### src/rtl/ysyx_22051013_ifu_fetch_pkg.sv
// Shared constants and types for the ysyx_22051013 fetch stage.
// YSYX_22051013_IFU_MISALIGN_EN selects halting on misaligned redirects instead of forcing alignment.
package ysyx_22051013_ifu_fetch_pkg;

  localparam logic [63:0] PC_RESET = 64'h0000_0000_8000_0000;
  localparam logic [31:0] NOP      = 32'h0000_0013;

  typedef logic [31:0] inst_t;

  typedef enum logic [1:0] {
    S_REQ  = 2'd0,
    S_WAIT = 2'd1,
    S_HOLD = 2'd2,
    S_HALT = 2'd3
  } fetch_state_e;

`ifdef YSYX_22051013_IFU_MISALIGN_EN
  localparam bit MISALIGN_EN = 1'b1;
`else
  localparam bit MISALIGN_EN = 1'b0;
`endif

endpackage

### src/rtl/ysyx_22051013_ifu_fetch_if.sv
// Instruction-memory request/response channel plus the fetch-to-decode handshake.
interface ysyx_22051013_ifu_fetch_if;
  import ysyx_22051013_ifu_fetch_pkg::*;

  logic        imem_req_valid;
  logic        imem_req_ready;
  logic [63:0] imem_req_addr;
  logic        imem_rsp_valid;
  inst_t       imem_rsp_data;
  logic        id_valid;
  logic        id_ready;
  logic [63:0] id_pc;
  inst_t       id_inst;

  modport master (
    output imem_req_valid, imem_req_addr, id_valid, id_pc, id_inst,
    input  imem_req_ready, imem_rsp_valid, imem_rsp_data, id_ready
  );

  modport slave (
    input  imem_req_valid, imem_req_addr, id_valid, id_pc, id_inst,
    output imem_req_ready, imem_rsp_valid, imem_rsp_data, id_ready
  );

endinterface

### src/rtl/ysyx_22051013_ifu_fetch_pc.sv
// PC register and next-PC mux (hold / +4 / redirect) for the fetch stage.
// Without YSYX_22051013_IFU_MISALIGN_EN the redirect target is forced word-aligned.
module ysyx_22051013_ifu_pc
  import ysyx_22051013_ifu_fetch_pkg::*;
#(
  parameter logic [63:0] RESET_PC = PC_RESET
) (
  input  logic        clk,
  input  logic        rst,
  input  logic        pc_inc,
  input  logic        pc_load,
  input  logic [63:0] redirect_pc,
  output logic [63:0] pc
);

  logic [63:0] target;
  logic [63:0] pc_next;

  // Redirect beats increment; the top never asserts both for a useful reason.
  always_comb begin
    target  = MISALIGN_EN ? redirect_pc : {redirect_pc[63:2], 2'b00};
    pc_next = pc;
    if (pc_load) begin
      pc_next = target;
    end else if (pc_inc) begin
      pc_next = pc + 64'd4;
    end
  end

  always_ff @(posedge clk) begin
    if (rst) begin
      pc <= RESET_PC;
    end else begin
      pc <= pc_next;
    end
  end

endmodule

### src/rtl/ysyx_22051013_ifu_fetch.sv
// Fetch stage: one outstanding imem read, buffered instruction handed to decode, redirect/kill.
// YSYX_22051013_IFU_MISALIGN_EN enables the sticky misalign_err flag and the S_HALT state.
module ysyx_22051013_ifu_fetch
  import ysyx_22051013_ifu_fetch_pkg::*;
#(
  parameter logic [63:0] RESET_PC = PC_RESET,
  parameter logic [31:0] NOP_INST = NOP
) (
  input  logic                       clk,
  input  logic                       rst,
  input  logic                       redirect_valid,
  input  logic [63:0]                redirect_pc,
  ysyx_22051013_ifu_fetch_if.master  bus,
  output logic                       misalign_err
);

  fetch_state_e state;
  logic         kill;
  logic         err_q;
  inst_t        inst_q;
  logic [63:0]  pc_q;
  logic [63:0]  pc;

  logic req_fire;
  logic redirect_bad;
  logic halt_now;
  logic pc_load;
  logic pc_inc;

  assign req_fire     = bus.imem_req_valid && bus.imem_req_ready;
  assign redirect_bad = MISALIGN_EN && (redirect_pc[1:0] != 2'b00);
  assign halt_now     = redirect_valid && redirect_bad && (state != S_HALT);
  assign pc_load      = redirect_valid && !redirect_bad && (state != S_HALT);
  assign pc_inc       = (state == S_HOLD) && bus.id_ready && !redirect_valid;

  ysyx_22051013_ifu_pc #(
    .RESET_PC (RESET_PC)
  ) u_pc (
    .clk         (clk),
    .rst         (rst),
    .pc_inc      (pc_inc),
    .pc_load     (pc_load),
    .redirect_pc (redirect_pc),
    .pc          (pc)
  );

  // Any redirect either kills the in-flight read or drops the held instruction.
  always_ff @(posedge clk) begin
    if (rst) begin
      state  <= S_REQ;
      kill   <= 1'b0;
      err_q  <= 1'b0;
      inst_q <= NOP_INST;
      pc_q   <= RESET_PC;
    end else if (halt_now) begin
      state  <= S_HALT;
      kill   <= 1'b0;
      err_q  <= 1'b1;
      inst_q <= NOP_INST;
    end else begin
      case (state)
        S_REQ: begin
          if (req_fire) begin
            state <= S_WAIT;
            kill  <= pc_load;
          end
        end
        S_WAIT: begin
          if (bus.imem_rsp_valid) begin
            if (kill || pc_load) begin
              state <= S_REQ;
              kill  <= 1'b0;
            end else begin
              inst_q <= bus.imem_rsp_data;
              pc_q   <= pc;
              state  <= S_HOLD;
            end
          end else if (pc_load) begin
            kill <= 1'b1;
          end
        end
        S_HOLD: begin
          if (pc_load || bus.id_ready) begin
            state  <= S_REQ;
            inst_q <= NOP_INST;
          end
        end
        S_HALT: begin
          state <= S_HALT;
        end
      endcase
    end
  end

  assign bus.imem_req_valid = (state == S_REQ) && !rst;
  assign bus.imem_req_addr  = pc;
  assign bus.id_valid       = (state == S_HOLD);
  assign bus.id_pc          = pc_q;
  assign bus.id_inst        = inst_q;
  assign misalign_err       = err_q;

endmodule
### src/flat_wrapper.sv
// flat-port wrapper written by rule: the top's interface ports become plain ports
module ysyx_22051013_ifu_fetch_flat import ysyx_22051013_ifu_fetch_pkg::*;
#(
  parameter logic [63:0] RESET_PC = PC_RESET,
  parameter logic [31:0] NOP_INST = NOP
)
  (clk, rst, redirect_valid, redirect_pc, misalign_err, bus_imem_req_valid, bus_imem_req_addr, bus_id_valid, bus_id_pc, bus_id_inst, bus_imem_req_ready, bus_imem_rsp_valid, bus_imem_rsp_data, bus_id_ready);
  ysyx_22051013_ifu_fetch_if bus_i ();
  input  logic clk;
  input  logic rst;
  input  logic redirect_valid;
  input  logic [63:0] redirect_pc;
  output logic misalign_err;
  output wire logic [$bits(bus_i.imem_req_valid)-1:0] bus_imem_req_valid;
  output wire logic [$bits(bus_i.imem_req_addr)-1:0] bus_imem_req_addr;
  output wire logic [$bits(bus_i.id_valid)-1:0] bus_id_valid;
  output wire logic [$bits(bus_i.id_pc)-1:0] bus_id_pc;
  output wire logic [$bits(bus_i.id_inst)-1:0] bus_id_inst;
  input wire logic [$bits(bus_i.imem_req_ready)-1:0] bus_imem_req_ready;
  input wire logic [$bits(bus_i.imem_rsp_valid)-1:0] bus_imem_rsp_valid;
  input wire logic [$bits(bus_i.imem_rsp_data)-1:0] bus_imem_rsp_data;
  input wire logic [$bits(bus_i.id_ready)-1:0] bus_id_ready;
  assign bus_imem_req_valid = bus_i.imem_req_valid;
  assign bus_imem_req_addr = bus_i.imem_req_addr;
  assign bus_id_valid = bus_i.id_valid;
  assign bus_id_pc = bus_i.id_pc;
  assign bus_id_inst = bus_i.id_inst;
  assign bus_i.imem_req_ready = bus_imem_req_ready;
  assign bus_i.imem_rsp_valid = bus_imem_rsp_valid;
  assign bus_i.imem_rsp_data = bus_imem_rsp_data;
  assign bus_i.id_ready = bus_id_ready;
  ysyx_22051013_ifu_fetch #(.RESET_PC(RESET_PC), .NOP_INST(NOP_INST)) u_core (.clk(clk), .rst(rst), .redirect_valid(redirect_valid), .redirect_pc(redirect_pc), .bus(bus_i), .misalign_err(misalign_err));
endmodule
### config.mk
export PLATFORM = sky130hd
export DESIGN_NAME = ysyx_22051013_ifu_fetch_flat
export DESIGN_NICKNAME = d
export VERILOG_FILES = /design/src/rtl/ysyx_22051013_ifu_fetch_pkg.sv /design/src/rtl/ysyx_22051013_ifu_fetch_if.sv /design/src/rtl/ysyx_22051013_ifu_fetch_pc.sv /design/src/rtl/ysyx_22051013_ifu_fetch.sv /design/src/flat_wrapper.sv
export SDC_FILE = /design/constraint.sdc
export NUM_CORES = 1
export LEC_CHECK = 0
export CAP_MARGIN = 20
export CORE_ASPECT_RATIO = 1.1
export CORE_MARGIN = 4
export CORE_UTILIZATION = 25
export CTS_BUF_LIST = sky130_fd_sc_hd__clkbuf_4 sky130_fd_sc_hd__clkbuf_8
export CTS_CLUSTER_DIAMETER = 200
export CTS_CLUSTER_SIZE = 8
export DETAILED_ROUTE_END_ITERATION = 7
export REMOVE_ABC_BUFFERS = 1
export SLEW_MARGIN = 20
export SYNTH_ARGS = -nofsm -noshare
export SYNTH_HDL_FRONTEND = slang
export SYNTH_HIERARCHICAL = 1
export SYNTH_SLANG_ARGS = --single-unit
### constraint.sdc
create_clock -name clk -period 3.45 [get_ports clk]
set_input_delay 0.345 -clock clk [delete_from_list [all_inputs] [get_ports clk]]
set_output_delay 0.345 -clock clk [all_outputs]
set_load 0.02 [all_outputs]
# == After elaboration in Yosys (flattened, before gate mapping) ==
# Cells that the tools add are included.
# totals
inputBits,102
regBits,163
# op_classes
reduce_logical,18
muxes,16
bitwise_logic,1
eq_ne,10
add_sub_neg,1
# op_table
op,count
$mux 64,2
$mux 32,3
$add 64x3->64 const B,1
$pmux 32 s2,1
$mux 2,4
$pmux 2 s4,1
$reduce_and 4->1,2
$ne 2x2->1 const B,3
$ne 3x2->1 const B,2
$reduce_and 3->1,2
$reduce_bool 2->1,3
$logic_and 1x1->1,5
$eq 2x2->1 const B,2
$mux 1,4
$ne 2x1->1 const B,2
$eq 2x1->1 const B,1
$logic_not 1->1,2
$logic_not 2->1,1
$logic_or 1x1->1,2
$pmux 1 s2,1
$reduce_or 2->1,1
$not 1->1,1

# == Longest topological paths before layout ==
# depth
word_depth,6
depth_mapped,12

# == By module ==
# The synthesis kept the hierarchy.
# modules_own_cells
mod,area_per_inst_um2,instances,cells_per_inst
ysyx_22051013_ifu_fetch,4247.8,1,461
ysyx_22051013_ifu_pc,3813.7,1,484

# == Worst setup path after synthesis ==
# Ideal clock, no wire load.
# synth_path
path_type,register -> register
start,register u_core.state[0]
end,register u_core.u_pc.pc[58]
n_path_buf,3
slack_ns,-0.014
setup_ns,0.133
required_time_ns,3.317
period_less_slack_ns,3.464
stages_incl_launch_ff,13
t_arrival_ns,3.331
path_cell_list,dfxtp_1 -> inv_1 -> ha_1 -> inv_2 -> clkbuf_1 -> nor3b_1 -> nand4_2 -> or3_2 -> buf_2 -> or4_1 -> clkbuf_1 -> nor4b_1 -> a211oi_1
# synth_between
elab_chain_len,4
elab_cells_between_ends,7
cone_classes,2 x eq/ne; 1 x mux; 4 x reduce/logical
# synth_lines
element,line_no,rtl
"start, declared",ysyx_22051013_ifu_fetch.sv:17,fetch_state_e state;
"start signal, assigned",ysyx_22051013_ifu_fetch.sv:50,state <= S_REQ;
"start signal, assigned",ysyx_22051013_ifu_fetch.sv:56,state <= S_HALT;
"start signal, assigned",ysyx_22051013_ifu_fetch.sv:64,state <= S_WAIT;
$eq 2x2->1,n/a,
named net bus_id_valid,flat_wrapper.sv:16,output wire logic [$bits(bus_i.id_valid)-1:0] bus_id_valid;
$logic_and 1x1->1 (2 in a row),ysyx_22051013_ifu_fetch.sv:34,assign pc_inc = (state == S_HOLD) && bus.id_ready && !redirect_valid;
named net u_core.pc_inc,ysyx_22051013_ifu_fetch.sv:28,logic pc_inc;
$reduce_bool 2->1 (no source line),n/a,
"end signal, assigned",ysyx_22051013_ifu_fetch_pc.sv:34,pc <= pc_next;
"end, declared",ysyx_22051013_ifu_fetch_pc.sv:13,output logic [63:0] pc
# The timed path passes the listed nets, and every way through them passes these cells.
# A chain may end at the register's enable or synchronous reset.

# == Worst setup path after layout ==
# layout_path
start,register u_core.state[0]
end,register u_core.u_pc.pc[54]
# layout_between
elab_chain_len,4
elab_cells_between_ends,7
cone_classes,2 x eq/ne; 1 x mux; 4 x reduce/logical
# layout_lines
element,line_no
$eq 2x2->1,ysyx_22051013_ifu_fetch.sv:34
$logic_and 1x1->1 (2 in a row),ysyx_22051013_ifu_fetch.sv:34
named net u_core.pc_inc,ysyx_22051013_ifu_fetch.sv:28
$reduce_bool 2->1 (no source line),n/a
# The timed path passes the listed nets, and every way through them passes these cells.

==> results.md <==
- Via count: around 8k
- Fillers: roughly 3.2k
- Met1 Routed Length: between 10 and 15 mm
- CTS tree: done
- P&R area growth vs syn: 40.9%
- Required time worst endpoint: around 3.8 ns
- Post-DP Area: ~0.011 mm²
- Critical path, cell by cell: inv_1, ha_1, inv_2, nor3b_2, buf_4, nand4_2, or3_2, or3_4, or4_1, a311oi_1
- Starting density of the core: 25.5%
- Clk sinks: approximately 160
- Pint: just over 3 mW
- Reg2reg path depth: 10
- Netlist Area Pre-Place: slightly above 0.008 mm²
- Vias in the first global route: 7570
- Max VDD drop: ~250 µV
- Number of distinct library cells after synthesis: 68
- Lkg Pwr: between 3 and 4 nW
- Final Max Tran Viols: 0
- Crit Path Category: reg2reg
- Placed insts: 1578
- Class of the worst hold path: in2reg
- GRT Util Overall: between 10% and 20%
- DRT iter0 DRCs: about 420
- Clock Power Share: between 30% and 40%
- Power per cell area: between 300 and 400 mW/mm²
- Via-to-Cell Ratio: a little under 5
- Die ar.: between 0.03 and 0.04 mm²
- First-pass DRT Iterations: 5
- Core Area: about 0.032 mm²
- CP Max Fanout: 11
- Post-DP HPWL: slightly above 20 mm
- GR Overflow Total: 0
- Max Clk Rate: 0.308 GHz
- Storage element area: ~0.0032 mm²
- GP Congestion: 0.779
- H-tree Lvls: 4
- First-pass GRT wire length: 44.0 mm
- Type of destination of the critical path: register
- Total Power: between 4 and 5 mW
- Post-Layout Cell Count: about 1.6k
- Max layer used: met5
- Critical Path AT: 3.62 ns
- Syn. warnings: 6
- Clock Path Buffers: 2
- CTS Root Cell: clkbuf_8
- Finished Cell Area: 0.0114 mm²
- Status: completed
- Sequential power share: 46.8%
- Post-CTS sizing: 0
- IO Count: 265
- CP max stage delay: approximately 0.57 ns
- Hold path depth: 2
- DRC: 0
- Die H: 196 µm
- Met2 Routed Length: 14.0 mm
- Share of cells above drive strength 1: 16.3%
- Total of max-cap violations: 0
- Die Span X: 179 µm
- Synth Flop Type: dfxtp_1
- Clock slew at reported path FFs: 0.09 ns
- RSZ-0062 raised after global routing: no
- Part of the power in combinational logic: between 20% and 30%
- Routed wire length: 29.0 mm
- FF+latch count, synth: ~160
- Post-synth EDFFs: 0
- Slew headroom: 39.8%
- Met3 wire len: a little over 2 mm
- Detail Route Antenna Nets: 0
- Largest net degree at the start of global routing: 90
- Mean routed wirelength per cell: 18.0 µm
- Initial antenna violation count: 2
- Slowest CP cell: or3_2
- Avg Synthesized Cell Area: approximately 8.5 µm²
- Final count of hold timing violations: 0
- Async set or reset register ratio after synthesis: 0%
- CTS buffer count: 17
- Latest clock arrival within the worst-skew pair: 0.47 ns
- Hold Slack: roughly 0.28 ns
- Final setup violation count: 0
- Final worst-path cycle share: 94.1%
- Crit path time final: approximately 3.2 ns
- Worst Max-Slew Pin Slew: 0.903 ns
- Postcts setup bufs: 0
- Worst clock skew: about 0.015 ns
- Worst setup SP type: register
- Switching Share: 31.1%
- Final net count: around 1.3k
- Port Buf Inserts: around 260
- Sequential area share after synthesis: 40.0%
- Sum Neg Setup Slack: 0 ns
- Synth Instances: around 950
- Multi-input logic area: ~0.0043 mm²
- # hold bufs at CTS: 0
- Net switching power: around 1.4 mW
- Number of core rows: 68
power groups by stage:
stage | Clock [mW] | Sequential [mW] | Combinational [mW]
after floorplan | 0 | 2.22 | 0.313
after global placement | 0 | 2.14 | 0.900
after detailed placement | 0 | 2.14 | 0.910
after CTS | 1.56 | 2.10 | 0.913
after global routing | 1.61 | 2.11 | 0.977
final | 1.48 | 2.10 | 0.903
layer usage:
layer	vias to the layer above	global-route usage (%)
met5	-	0
met4	2	4.97
met3	36	4.43
met2	225	26.4
met1	3719	20.0
li1	3846	-
per-stage QoR:
step	util (%)	setup WS, ns
after CTS	36.0	0.225
final	36.0	0.205
after floorplan	-	-0.583
after detailed placement	34.7	0.0549
after global routing	36.0	0.0303
after global placement	34.6	0.0775
sequential cells by signal, indices dropped and copies added (netlist names):
register and count:
u_core/bus.id_pc 64, u_core/u_pc/pc 62, u_core/bus.id_inst 32, u_core/state 2
u_core/kill 1
critical path: cells and delay by family (launching register included):
family                   cells  cell delay (ns)
flip-flops                   1             0.34
AO/OA/AOI/OAI                1             0.26
AND/OR/NAND/NOR              5             2.01
adder cells (fa/ha/maj)      1             0.19
buffers and inverters        3             0.35
synth_stat cells (5+ instances only):
master	n	area share, %
ha_1	5	0.78
o21ai_0	24	1.5
a311oi_1	12	1.3
or4_1	8	0.75
nand2_1	118	5.5
nor3_1	17	1.1
o31ai_1	6	0.56
xor2_1	13	1.4
mux2i_1	9	1.1
and4_1	11	1.2
nand3_1	20	1.2
buf_4	5	0.47
and3_1	10	0.78
dfxtp_1	161	40
xnor2_1	21	2.3
inv_1	16	0.75
nand4_1	51	4.0
o21ai_1	11	0.68
nor3b_1	5	0.47
a21oi_1	43	2.7
nand2b_1	9	0.70
nor4_1	23	1.8
buf_2	6	0.37
nor2_1	66	3.1
buf_12	7	1.7
a2111oi_0	8	0.87
a21oi_2	59	6.4
and2_1	7	0.54
nand2_2	59	4.6
clkbuf_1	36	1.7
or3_1	10	0.78
a211oi_1	26	2.4
layout by cell type (no fill, tap or decap), drive strengths merged, types with 21 or more instances in the layout:
| cell | netlist | layout |
|---|---|---|
| a211oi | 26 | 26 |
| a21oi | 102 | 102 |
| clkbuf | 42 | 21 |
| clkdlybuf4s50 | 0 | 258 |
| dfxtp | 161 | 161 |
| nand2 | 177 | 177 |
| nand3 | 21 | 21 |
| nand4 | 52 | 52 |
| nor2 | 67 | 67 |
| nor4 | 23 | 23 |
| o21ai | 36 | 36 |
| xnor2 | 21 | 21 |
area by class of cell:
type                    count  share of cell area [%]
well taps                 420                    4.63
inverters                  19                   0.628
diodes                      1                  0.0220
clock buffers              21                    2.49
flip-flops and latches    161                    28.4
multi-input cells         700                    38.3
clock inverters            11                    1.16
repair buffers            278                    24.4
final timing paths:
kind	from	to	slack [ns]
worst max-delay path	u_core/state[0]	u_core/u_pc/pc[54]	0.20
worst min register to register	u_core/bus.id_pc[0]	u_core/bus.id_pc[0]	0.46
worst max register to register	u_core/state[0]	u_core/u_pc/pc[54]	0.20
worst min-delay path	rst	u_core/bus.id_pc[43]	0.28
cells by family (layout without fill, tap and decap cells):
group	after synthesis	after routing	synth area share, %
mux	9	9	1.12
xor+xnor	34	34	3.69
fa+ha+maj	5	5	0.776
compound gates	212	212	19.0
flops	161	161	40.0
buf+inv	85	329	6.41
other cells	2	4	0.0932
simple gates	437	437	28.9
Power figures use the tool's default switching activity.
